`config.mk`:
```
export PLATFORM = sky130hd
export DESIGN_NAME = secuenciador_alu
export DESIGN_NICKNAME = d
export VERILOG_FILES = /design/src/rtl/secuenciador_alu.sv
export SDC_FILE = /design/constraint.sdc
export NUM_CORES = 1
export LEC_CHECK = 0
export CAP_MARGIN = 40
export CORE_ASPECT_RATIO = 0.75
export CORE_MARGIN = 2
export CORE_UTILIZATION = 42
export CTS_BUF_LIST = sky130_fd_sc_hd__clkbuf_2 sky130_fd_sc_hd__clkbuf_4 sky130_fd_sc_hd__clkbuf_8
export CTS_CLUSTER_SIZE = 10
export DETAILED_ROUTE_END_ITERATION = 10
export GPL_ROUTABILITY_DRIVEN = 0
export GPL_TIMING_DRIVEN = 0
export PLACE_DENSITY = 0.84
export SYNTH_ARGS = -nofsm -noshare
export SYNTH_HDL_FRONTEND = slang
export SYNTH_SLANG_ARGS = --single-unit
```
`constraint.sdc`:
```
create_clock -name clk -period 1.45 [get_ports clk]
set_input_delay 0.435 -clock clk [delete_from_list [all_inputs] [get_ports clk]]
set_output_delay 0.435 -clock clk [all_outputs]
set_load 0.02 [all_outputs]
```
`src/rtl/secuenciador_alu.sv`:
```
// Sequences one ALU operation: serial load of A, B and opcode, timed launch and
// capture, then delivery of the 2*ANCHO result as high/low blocks over valid/ready.
module secuenciador_alu #(
  parameter int ANCHO   = 8,
  parameter int LAT_ALU = 1
) (
  input  logic               clk,
  input  logic               rst_n,
  input  logic [ANCHO-1:0]   dato_in,
  input  logic               cargar,
  output logic [ANCHO-1:0]   alu_a,
  output logic [ANCHO-1:0]   alu_b,
  output logic [3:0]         alu_op,
  output logic               alu_start,
  input  logic [2*ANCHO-1:0] alu_resultado,
  input  logic [3:0]         alu_flags,
  output logic [3:0]         flags_out,
  output logic               selector_bloque,
  output logic [ANCHO-1:0]   dato_out,
  output logic               dato_valido,
  input  logic               dato_listo,
  output logic               ocupado,
  output logic [2:0]         estado
);

  localparam logic [2:0] ESPERA_A    = 3'd0;
  localparam logic [2:0] ESPERA_B    = 3'd1;
  localparam logic [2:0] ESPERA_OP   = 3'd2;
  localparam logic [2:0] EJECUTAR    = 3'd3;
  localparam logic [2:0] SALIDA_ALTO = 3'd4;
  localparam logic [2:0] SALIDA_BAJO = 3'd5;

  localparam logic [3:0] LAT_C = 4'(LAT_ALU);

  logic [3:0]       cnt_q;
  logic [ANCHO-1:0] res_bajo_q;

  // Every output is a flop loaded alongside the state transition, so the
  // handshake outputs are valid in the very first cycle of each SALIDA state.
  always_ff @(posedge clk) begin
    if (!rst_n) begin
      estado          <= ESPERA_A;
      alu_a           <= '0;
      alu_b           <= '0;
      alu_op          <= '0;
      alu_start       <= 1'b0;
      flags_out       <= '0;
      selector_bloque <= 1'b0;
      dato_out        <= '0;
      dato_valido     <= 1'b0;
      ocupado         <= 1'b0;
      cnt_q           <= '0;
      res_bajo_q      <= '0;
    end else begin
      alu_start <= 1'b0;
      case (estado)
        ESPERA_A: if (cargar) begin
          alu_a  <= dato_in;
          estado <= ESPERA_B;
        end
        ESPERA_B: if (cargar) begin
          alu_b  <= dato_in;
          estado <= ESPERA_OP;
        end
        ESPERA_OP: if (cargar) begin
          alu_op    <= dato_in[3:0];
          alu_start <= 1'b1;
          cnt_q     <= '0;
          ocupado   <= 1'b1;
          estado    <= EJECUTAR;
        end
        EJECUTAR: begin
          // Result is valid in the cycle where the counter reaches LAT_ALU.
          if (cnt_q == LAT_C) begin
            cnt_q           <= '0;
            res_bajo_q      <= alu_resultado[ANCHO-1:0];
            flags_out       <= alu_flags;
            dato_out        <= alu_resultado[2*ANCHO-1:ANCHO];
            selector_bloque <= 1'b0;
            dato_valido     <= 1'b1;
            estado          <= SALIDA_ALTO;
          end else begin
            cnt_q <= cnt_q + 4'd1;
          end
        end
        SALIDA_ALTO: if (dato_listo) begin
          dato_out        <= res_bajo_q;
          selector_bloque <= 1'b1;
          estado          <= SALIDA_BAJO;
        end
        SALIDA_BAJO: if (dato_listo) begin
          dato_out        <= '0;
          selector_bloque <= 1'b0;
          dato_valido     <= 1'b0;
          ocupado         <= 1'b0;
          estado          <= ESPERA_A;
        end
        default: begin
          dato_out        <= '0;
          selector_bloque <= 1'b0;
          dato_valido     <= 1'b0;
          ocupado         <= 1'b0;
          estado          <= ESPERA_A;
        end
      endcase
    end
  end

endmodule

```
**Yosys cells after proc, flatten, opt, wreduce, memory -nomap -nowiden**

Cells that the tools add are included.
W data, S select, Z words.

- Bits in read-only memories: 0
- Memory bits (writable): 0
- Latch bits: 0
- Register bits: 51
- Output and inout port bits: 39
- Memories kept: 0
- Bits of input ports: 32

- $add $sub $neg: 1
- Bitwise gates (word level): 3
- Eq/ne operators: 12
- Div/mod/pow operators: 0
- $mul: 0
- Mux-type cells: 23
- $lt $le $gt $ge: 0
- Shift operators: 0
- Reduce and logical (&&, ||, !) cells: 15

Operators with widths:

| kind | count |
|---|---|
| $pmux W8 S4 | 1 |
| $mux W8 | 3 |
| $mux W3 | 6 |
| $pmux W3 S6 | 1 |
| $ne A2 B2 Y1 const B | 6 |
| $reduce_and A2 Y1 | 6 |
| $mux W4 | 2 |
| $pmux W4 S2 | 1 |
| $reduce_or A4 Y1 | 2 |
| $eq A3 B2 Y1 const B | 2 |
| $eq A3 B3 Y1 const B | 2 |
| $mux W1 | 6 |
| $pmux W1 S3 | 2 |
| $reduce_and A3 Y1 | 2 |
| $reduce_and A6 Y1 | 1 |
| $add A4 B1 Y4 const B | 1 |
| $eq A4 B1 Y1 const B | 1 |
| $pmux W1 S4 | 1 |
| $reduce_and A4 Y1 | 1 |
| $eq A3 B1 Y1 const B | 1 |
| $logic_not A3 Y1 | 1 |
| $not A1 Y1 | 3 |
| $reduce_or A3 Y1 | 1 |
| $reduce_bool A2 Y1 | 1 |

**Logic depth before layout (Yosys ltp)**

Gate-level depths: netlist of run 1.

- Depth in word-level cells: 4
- Gate-level depth with buffers: 6

**Least setup slack after synthesis of run 1**

No wires, ideal clock.

- Kind: register to register
- From: register cnt_q[0]
- To: register estado[0]
- Arrival time: 1367 ps
- Library setup time: 132 ps
- Required time: 1318 ps
- Slack: -48 ps
- Cell stages (with the launch flop): 5
- Path through: dfxtp_1 ha_1 or3b_1 a2111oi_0 nor3b_1

- Cells in the longest elaborated chain, start to end: 3

Ends and longest elaborated chain:

| element | line | text |
|---|---|---|
| from (decl) | 35 | `logic [3:0] cnt_q;` |
| from (signal assigned) | 83 | `cnt_q <= cnt_q + 4'd1;` |
| $eq A4 B1 Y1 | 74 | `if (cnt_q == LAT_C) begin` |
| $ne A2 B2 Y1 (no source line) | n/a |  |
| $reduce_and A6 Y1 (no source line) | n/a |  |
| to (signal assigned) | 70 | `estado <= EJECUTAR;` |
| to (signal assigned) | 81 | `estado <= SALIDA_ALTO;` |
| to (signal assigned) | 89 | `estado <= SALIDA_BAJO;` |
| to (decl) | 23 | `output logic [2:0] estado` |

No other way between the ends.
A chain may end at the register's enable or synchronous reset.

**Worst setup path after layout of run 1**

- From: register cnt_q[1]
- To: register selector_bloque

- Cells in the longest elaborated chain, start to end: 3

Ends and longest elaborated chain:

| element | line | text |
|---|---|---|
| $eq A4 B1 Y1 | 74 |  |
| $ne A2 B2 Y1 (no source line) | n/a |  |
| $reduce_and A4 Y1 (no source line) | n/a |  |
| to (signal assigned) | 79 | `selector_bloque <= 1'b0;` |
| to (signal assigned) | 88 | `selector_bloque <= 1'b1;` |
| to (signal assigned) | 93 | `selector_bloque <= 1'b0;` |
| to (decl) | 18 | `output logic selector_bloque,` |

No other way between the ends.

==> results.txt, run 1 <==
The flow ran to the end, but the final reports show violations. The final reports fail on setup timing. The buffer and inverter count on the worst path is 2. Setup repair after global routing could not meet its margin everywhere. In this run the worst hold path is classified as reg -> reg.

The cell type of the slowest stage on the worst timing path is sky130_fd_sc_hd__dfxtp_2. After global routing the overflow that remains totals 0. The core area came out at 4900 sq um.

Yosys printed 0 warnings. The clock-pin slew reported for the worst setup and hold paths after clock tree synthesis is 90 ps. The clock share of power came out at 35.0%. The minimum setup slack in the final design is -45.74 ps.

The port buffer count is 70. The first global-routing pass estimated 10.04 mm of wire. The number of hold violations in the final report is 0.

TritonCTS built the clock tree. The top cell types in the final layout, fill and taps aside, are 46 x sky130_fd_sc_hd__dfxtp_1, 28 x sky130_fd_sc_hd__clkdlybuf4s50_1, 23 x sky130_fd_sc_hd__nor2_1, 21 x sky130_fd_sc_hd__clkdlybuf4s15_1. Entering global routing, the biggest net connects 16 pins. The final critical path takes up 103.2% of the cycle.

Of the post-synthesis cell area, the part taken by muxes is 5.624%. The worst IR drop on VDD came out at 607.4 uV. The combinational family with the most area after synthesis is compound AO/OA/AOI/OAI gates. Setup slack on the worst reg-to-reg path comes out at -50 ps.

At the later pin of the worst-skew pair, clock insertion delay measures 310 ps. The count of state elements after synthesis came out at 51. Before CTS, the worst setup slack after placement is -637.1 ps.

Along the worst hold path, the cell count comes to 2. CTS placed an instance of sky130_fd_sc_hd__clkbuf_8 at the clock tree root. The most common library cell in the layout ignoring fill and taps is sky130_fd_sc_hd__dfxtp_1. After synthesis the cells add up to 2136 sq um. The fraction of final layout cells sized beyond drive strength 1 came out at 27.47%. After Yosys synthesis, and, or, nand and nor cells account for 19.98% of the synthesized area. The area after detailed placement came out at 2922 sq um.

The arithmetic-cell share of the synthesized area counting full adders, half adders and majority gates is 1.172%. The compound-gate portion of the synthesized area came out at 20.33%. The net count of the finished layout is 357. The clock sink count is 51. The number of DRC violations after detailed-routing iteration 0 is 102.

Once detail routing completed, the nets flagged for antenna violations numbered 0. The part of the power in registers came out at 49.2%. The final count of pins violating max slew is 0.

Sorting the synthesized cells by area gives the leading types as sky130_fd_sc_hd__dfxtp_1 48%, sky130_fd_sc_hd__a21oi_1 5.9%, sky130_fd_sc_hd__mux2i_1 5.6%, sky130_fd_sc_hd__o21ai_0 4.5%, sky130_fd_sc_hd__nor2_1 4.0%. The combinational share of power is 15.8%. Grouping stages by cell kind, the critical path spends the most delay in simple AND/OR/NAND/NOR gates. Summed over all layers, the routed wires come to 6.524 mm. The final setup skew came out at 4.935 ps. Timing would allow up to 668.6 MHz. The worst register-to-register path ends at selector_bloque$_SDFFE_PN0P_.

The share of the Yosys chip area taken by registers is 47.80%. The final critical delay including setup and external delays came out at 1496 ps. Walking the worst path, the cells encountered are inv_2 -> ha_4 -> nor3b_4 -> nand3_4 -> buf_4 -> nor3b_1. The internal power summed over all cells came out at 2.216 mW.

In this run the power density over the cells is 894.4 nW/um^2. STA puts the critical path data arrival time at 1690 ps. The leakage dissipation is 1.227 nW. The number of placed I/O pins is 71.

The worst path required time came out at 1650 ps. The maximum net fanout on the critical path is 9. The distinct cell type count of the synthesized netlist is 35.

In this run, synthesis inferred 0 flip-flops with an integrated enable. Across the run, the number of max-cap violations was 0. The number of buffers between clock root and the deepest sink came out at 2. The number of levels in the clock H-tree is 2. The die boundary width came out at 86.34 um. Once the floorplan was initialized, standard cells occupied 43.59% of the core. The xor-xnor portion of the synthesized cell area came out at 0%. In this run the mean area of a mapped cell was 9.127 sq um. The area added between synthesis and finish is 55.48%. The worst setup path is captured at a flop.

The number of endpoints failing setup at the final stage is 6. The highest cell delay on the worst timing path is 340 ps. The number of antenna violations at the first check in global routing is 0.

The startpoint identified for the worst register-to-register timing path is cnt_q[1]$_SDFFE_PN0P_. The total die area came out at 5677 sq um. The critical path in this run is classified as reg -> reg. Summed over all nets, the switching power comes to 0.7536 mW. Among all flip-flop cells after synthesis, the most frequent one is sky130_fd_sc_hd__dfxtp_1.

The post-synthesis net count came out at 268. Once layout is done, the placed cells without fillers occupy 3321 sq um. The number of CTS-inserted buffers came out at 5. In this run the core area contains 22 standard-cell rows.

For this run, asynchronously set or reset flops after synthesis account for 0%. The aggregate global-route resource usage is 22.51%. The final routed DRC violation total came out at 0. The post-synthesis instance total came out at 234. The largest total area in the synthesized netlist belongs to sky130_fd_sc_hd__dfxtp_1. From bottom edge to top edge, the die measures 65.76 um. The detailed-placement wirelength estimate came out at 4.177 mm. 0 antenna diodes ended up in the layout. The top-area cell type share of the netlist area is 47.80%.

Net switching is 25.37% of the power. The number of vias per cell came out at 5.563. The pre-antenna-repair detailed-routing pass consisted of 4 iterations. The headroom to the max-slew limit came out at 77.93%. The end point of the worst hold path is alu_a[3]$_SDFFE_PN0P_. The worst-case reg-to-reg path depth is 6.

STA classifies the critical path startpoint as a flop. The via count of the first global-routing pass is 2084. The vias after detailed routing came out at 2136.

The startpoint identified for the worst hold timing path is alu_a[3]$_SDFFE_PN0P_. The transition at the pin with the smallest max-transition slack came out at 330.4 ps. After detailed routing, the average wire length per cell comes to 16.99 um.
[worst max-delay path by stage]
stage | end | cells after the start | from
global placement | alu_a[3]$_SDFFE_PN0P_ | 5 | cargar
finish | selector_bloque$_SDFFE_PN0P_ | 6 | cnt_q[1]$_SDFFE_PN0P_
floorplan | dato_out[0]$_SDFFE_PN0P_ | 4 | estado[2]$_SDFFE_PN0P_
detailed placement | alu_b[3]$_SDFFE_PN0P_ | 5 | cargar
global route | selector_bloque$_SDFFE_PN0P_ | 6 | cnt_q[1]$_SDFFE_PN0P_
CTS | flags_out[2] | 1 | flags_out[2]$_SDFFE_PN0P_
[cells by family after synthesis]
kind of cell	count (synthesis)
fa+ha+maj	2
compound gates	70
buf+inv	22
simple gates	77
flops	51
mux	12
[worst min-delay path: stages, from the launching register on]
cell                      delay (ps)
sky130_fd_sc_hd__dfxtp_1         320
sky130_fd_sc_hd__nand2_1          50
sky130_fd_sc_hd__a21oi_1          50
[layout make-up]
type                       instances  area (sq um)
fill                             387          1579
multi-input combinational        161          1177
sequential                        51          1032
timing repair buffer              85         778.2
buffer                            14         121.4
clock buffer                       6         82.58
tap                               60         75.07
clock inverter                     2         35.03
inverter                           5         18.77
[state kept, by name, summed over array words and instances, names as in the netlist]
register and flops:
alu_a 8, alu_b 8, alu_op 4, alu_start 1, cnt_q 4, dato_out 8
dato_valido 1, estado 3, flags_out 4, ocupado 1, res_bajo_q 8, selector_bloque 1
[per-stage QoR]
| step | setup TNS [ps] | power [mW] | hold WS, ps | cells | util [%] |
|---|---|---|---|---|---|
| floorplan | 0 | 1.701 | 454.3 | 234 | - |
| global placement | -21740 | 1.911 | 440.9 | 364 | 59.63 |
| detailed placement | -21990 | 1.916 | 453.0 | 364 | 59.63 |
| CTS | 0 | 2.945 | 463.4 | 379 | 64.73 |
| global route | -946.5 | 3.073 | 496.5 | 384 | 67.77 |
| finish | -76.86 | 2.970 | 463.9 | 384 | 67.77 |
[power by group through the flow]
| stage | sequential, mW | combinational (mW) | clock (mW) |
|---|---|---|---|
| global placement | 1.49 | 0.419 | 0 |
| finish | 1.46 | 0.469 | 1.04 |
| floorplan | 1.54 | 0.165 | 0 |
| global route | 1.47 | 0.499 | 1.11 |
| detailed placement | 1.50 | 0.420 | 0 |
| CTS | 1.46 | 0.437 | 1.05 |
[what timing repair did]
action | in CTS | in global routing
endpoints found under the setup margin | 86 | 72
cloned | 1 | 0
pin swaps | 10 | 8
buffers inserted | 9 | 5
hold buffers | 0 | 0
resized for setup | 92 | 69
[synthesized netlist by cell type, types with 2 or more instances]
cell type,number
sky130_fd_sc_hd__or3_1,3
sky130_fd_sc_hd__a22oi_1,8
sky130_fd_sc_hd__clkbuf_1,8
sky130_fd_sc_hd__mux2i_1,12
sky130_fd_sc_hd__dfxtp_1,51
sky130_fd_sc_hd__a211oi_1,3
sky130_fd_sc_hd__ha_1,2
sky130_fd_sc_hd__a21oi_1,25
sky130_fd_sc_hd__buf_2,6
sky130_fd_sc_hd__nand3_1,14
sky130_fd_sc_hd__buf_6,2
sky130_fd_sc_hd__nor3b_1,3
sky130_fd_sc_hd__o21ai_0,19
sky130_fd_sc_hd__inv_1,4
sky130_fd_sc_hd__nor2_1,23
sky130_fd_sc_hd__nand2_1,20
sky130_fd_sc_hd__nor3b_4,2
sky130_fd_sc_hd__nand3b_1,2
sky130_fd_sc_hd__a221oi_1,8
sky130_fd_sc_hd__nor4bb_1,2
sky130_fd_sc_hd__a31oi_1,3
[metal layers]
layer,vias to the layer above,track usage (%),routed length [um]
met3,7,6.658,540
li1,1028,-,-
met5,-,0,0
met2,81,38.65,3227
met4,0,5.273,50
met1,1020,27.88,2706
Note: power is estimated with default switching activity, not from simulation.
==> run 2, diff against run 1 <==
--- a/config.mk
+++ b/config.mk
@@ -9,8 +9,7 @@
 export CORE_ASPECT_RATIO = 0.75
 export CORE_MARGIN = 2
 export CORE_UTILIZATION = 42
-export CTS_BUF_LIST = sky130_fd_sc_hd__clkbuf_2 sky130_fd_sc_hd__clkbuf_4 sky130_fd_sc_hd__clkbuf_8
-export CTS_CLUSTER_SIZE = 10
+export CTS_BUF_LIST = sky130_fd_sc_hd__clkbuf_2
 export DETAILED_ROUTE_END_ITERATION = 10
 export GPL_ROUTABILITY_DRIVEN = 0
 export GPL_TIMING_DRIVEN = 0
==> results.txt, run 2 (synthesis results as in run 1) <==
The clock share of power is 27.2% (-7.8 points). The final critical delay including setup and external delays is 1551 ps (+55.22 ps). The final reports fail on setup timing. The combinational share of power came out at 18.6% (+2.8 points). The clock-pin slew reported for the worst setup and hold paths after clock tree synthesis is 260 ps (+170 ps). The largest net degree at the start of global routing came out at 16 (unchanged). The initial cell density of the core came out at 43.59% (unchanged). The final routed DRC violation total was 0 (unchanged).

The number of CTS-inserted buffers is 5 (unchanged). The net count reported at finish is 363 (+1.7%). The first-pass GRT wire length came out at 9.998 mm (-0.41%).

Leaving out fill and tap cells, the most frequent cells in the layout are 39 x sky130_fd_sc_hd__buf_4, 39 x sky130_fd_sc_hd__dfxtp_2, 30 x sky130_fd_sc_hd__clkdlybuf4s50_1, 24 x sky130_fd_sc_hd__buf_6, 23 x sky130_fd_sc_hd__nor2_1. The part of the power in registers is 54.2% (+5.0 points). The routed wirelength normalized by instance count came out at 16.93 um (-0.36%).

The total die area came out at 5677 sq um (unchanged). The worst endpoint data arrival time is 1910 ps (+220 ps). The total wirelength of the detailed-routed design is 6.602 mm (+1.2%). The clock latency reported for the late side of the worst-skew pair came out at 450 ps (+140 ps). The ratio of final minimum period to clock period is 107.0% (+3.8 points). The worst setup path is launched from a flop. The clock sink count is 51 (unchanged). The vertical die dimension was 65.76 um (unchanged). Compared with the post-synthesis result, the final layout area differs by 58.11%. The cell row count is 22 (unchanged). The via count of the first global-routing pass came out at 2109 (+1.2%). The iteration count of the initial detailed-routing pass came out at 4 (unchanged). The headroom to the max-slew limit is 65.83% (-12 points). The number of endpoints failing setup at the final stage is 24 (+18).

The worst IR drop on VDD was 467.3 uV (-23%). The power per cell area is 807.0 nW/um^2 (-9.8%). The detailed-placement wirelength estimate came out at 4.177 mm (unchanged).

The number of DRC violations after detailed-routing iteration 0 came out at 100 (-2.0%). The net switching fraction of the power came out at 27.30% (+1.9 points). The total inserted antenna cells is 0 (unchanged). The vias after detailed routing was 2181 (+2.1%). The root buffer cell is sky130_fd_sc_hd__clkbuf_2. The number of buffers between clock root and the deepest sink came to 2 (unchanged).

The final setup skew came out at 18.94 ps (+14.01 ps). The switching power was 0.7440 mW (-1.3%). The fraction of final layout cells sized beyond drive strength 1 came out at 47.58% (+20 points).

STA classifies the critical path endpoint as a flop. The internal power summed over all cells came out at 1.981 mW (-11%). TritonCTS built the clock tree.

The number of vias per cell came out at 5.592 (+0.54%). The final core area utilization is 68.92% (+1.1 points). The worst hold slack came out at 480.0 ps (+16.04 ps). The number of hold violations in the final report came out at 0 (unchanged). The cts-stage hold buffer count came out at 0 (unchanged). The core area came to 4900 sq um (unchanged). The class of the most critical setup path is reg -> reg. The number of placed I/O pins came to 71 (unchanged). The aggregate global-route resource usage came out at 22.35% (-0.16 points). The number of antenna violations at the first check in global routing is 0 (unchanged). The worst hold path belongs to the class reg -> reg. Setup repair after global routing could not meet its margin everywhere. The number of levels in the clock H-tree was 2 (unchanged).

The total power consumption of the routed design is 2.725 mW (-8.2%). The final global-route overflow total is 0 (unchanged). The minimum setup slack in the final design is -101.0 ps (-55.22 ps).

The run finished, with violations left. The maximum net fanout on the critical path came out at 8 (-1). The worst path required time came out at 1810 ps (+160 ps). The final count of pins violating max slew came to 0 (unchanged). The final antenna-violating net count is 0 (unchanged). The leakage dissipation came to 1.247 nW (+1.6%).

The worst slack at placement was -637.1 ps (unchanged). The maximum clock frequency is 644.8 MHz (-3.6%). The die boundary width came out at 86.34 um (unchanged). The port buffer count is 70 (unchanged). The max-capacitance violation count came out at 0 (unchanged). The transition at the pin with the smallest max-transition slack came out at 512.6 ps (+182.2 ps).
run 2: cell types whose count changed in the layout (fill, tap and decap cells not counted), sizes merged:
cell,change
buf,+42
clkbuf,-7
clkdlybuf4s15,-22
clkdlybuf4s50,+2
clkinv,+1
dlygate4sd2,-11
nand3,+1
run 2: metrics by stage:
| stage | instance area (sq um) | cells | setup TNS [ps] |
|---|---|---|---|
| 6_report | 3377 | 390 | -836.0 |
| 3_5_place_dp | 2922 | 364 | -21990 |
| 2_1_floorplan | 2146 | 234 | 0 |
| 4_1_cts | 3043 | 383 | -153.9 |
| 3_3_place_gp | 2922 | 364 | -21740 |
| 5_1_grt | 3377 | 390 | -2795 |
run 2: final timing paths:
| check | from | slack [ps] | cells past startpoint | endpoint |
|---|---|---|---|---|
| worst max-delay path | cnt_q[1]$_SDFFE_PN0P_ | -100 | 6 | dato_out[1]$_SDFFE_PN0P_ |
| worst min-delay path | flags_out[1]$_SDFFE_PN0P_ | 480 | 2 | flags_out[1]$_SDFFE_PN0P_ |
| worst max register to register | cnt_q[1]$_SDFFE_PN0P_ | -100 | 6 | dato_out[1]$_SDFFE_PN0P_ |
| worst min register to register | flags_out[1]$_SDFFE_PN0P_ | 480 | 2 | flags_out[1]$_SDFFE_PN0P_ |
run 2: critical path: stages (launching register included):
cell and delay (ps):
sky130_fd_sc_hd__dfxtp_2 400, sky130_fd_sc_hd__inv_2 50, sky130_fd_sc_hd__ha_4 150, sky130_fd_sc_hd__nor3b_4 180, sky130_fd_sc_hd__buf_6 140, sky130_fd_sc_hd__a31o_4 270, sky130_fd_sc_hd__a221oi_2 290
run 2: power groups by stage:
stage               clock (mW)  sequential [mW]  combinational (mW)
global route             0.819             1.48               0.540
floorplan                    0             1.54               0.165
global placement             0             1.49               0.419
CTS                      0.743             1.47               0.431
finish                   0.741             1.48               0.506
detailed placement           0             1.50               0.420
run 2: layout make-up:
type | instances | area (sq um)
Multi-Input combinational cell | 162 | 1204
Buffer | 14 | 115.1
Tap cell | 60 | 75.07
Clock inverter | 3 | 38.79
Clock buffer | 5 | 25.02
Fill cell | 398 | 1523
Timing Repair Buffer | 90 | 823.3
Sequential cell | 51 | 1077
Inverter | 5 | 18.77
run 2: per-layer routing:
layer / up-vias / track usage, % / wire length [um]
met2: 81 / 38.56 / 3239
met3: 10 / 6.658 / 552
li1: 1040 / - / -
met5: - / 0 / 0
met1: 1050 / 27.41 / 2728
met4: 0 / 5.469 / 81
run 2: what timing repair did:
action	in CTS	in global routing
endpoints found under the setup margin	78	79
pin swaps	4	13
cloned	0	1
setup buffers	14	6
resized for setup	237	88
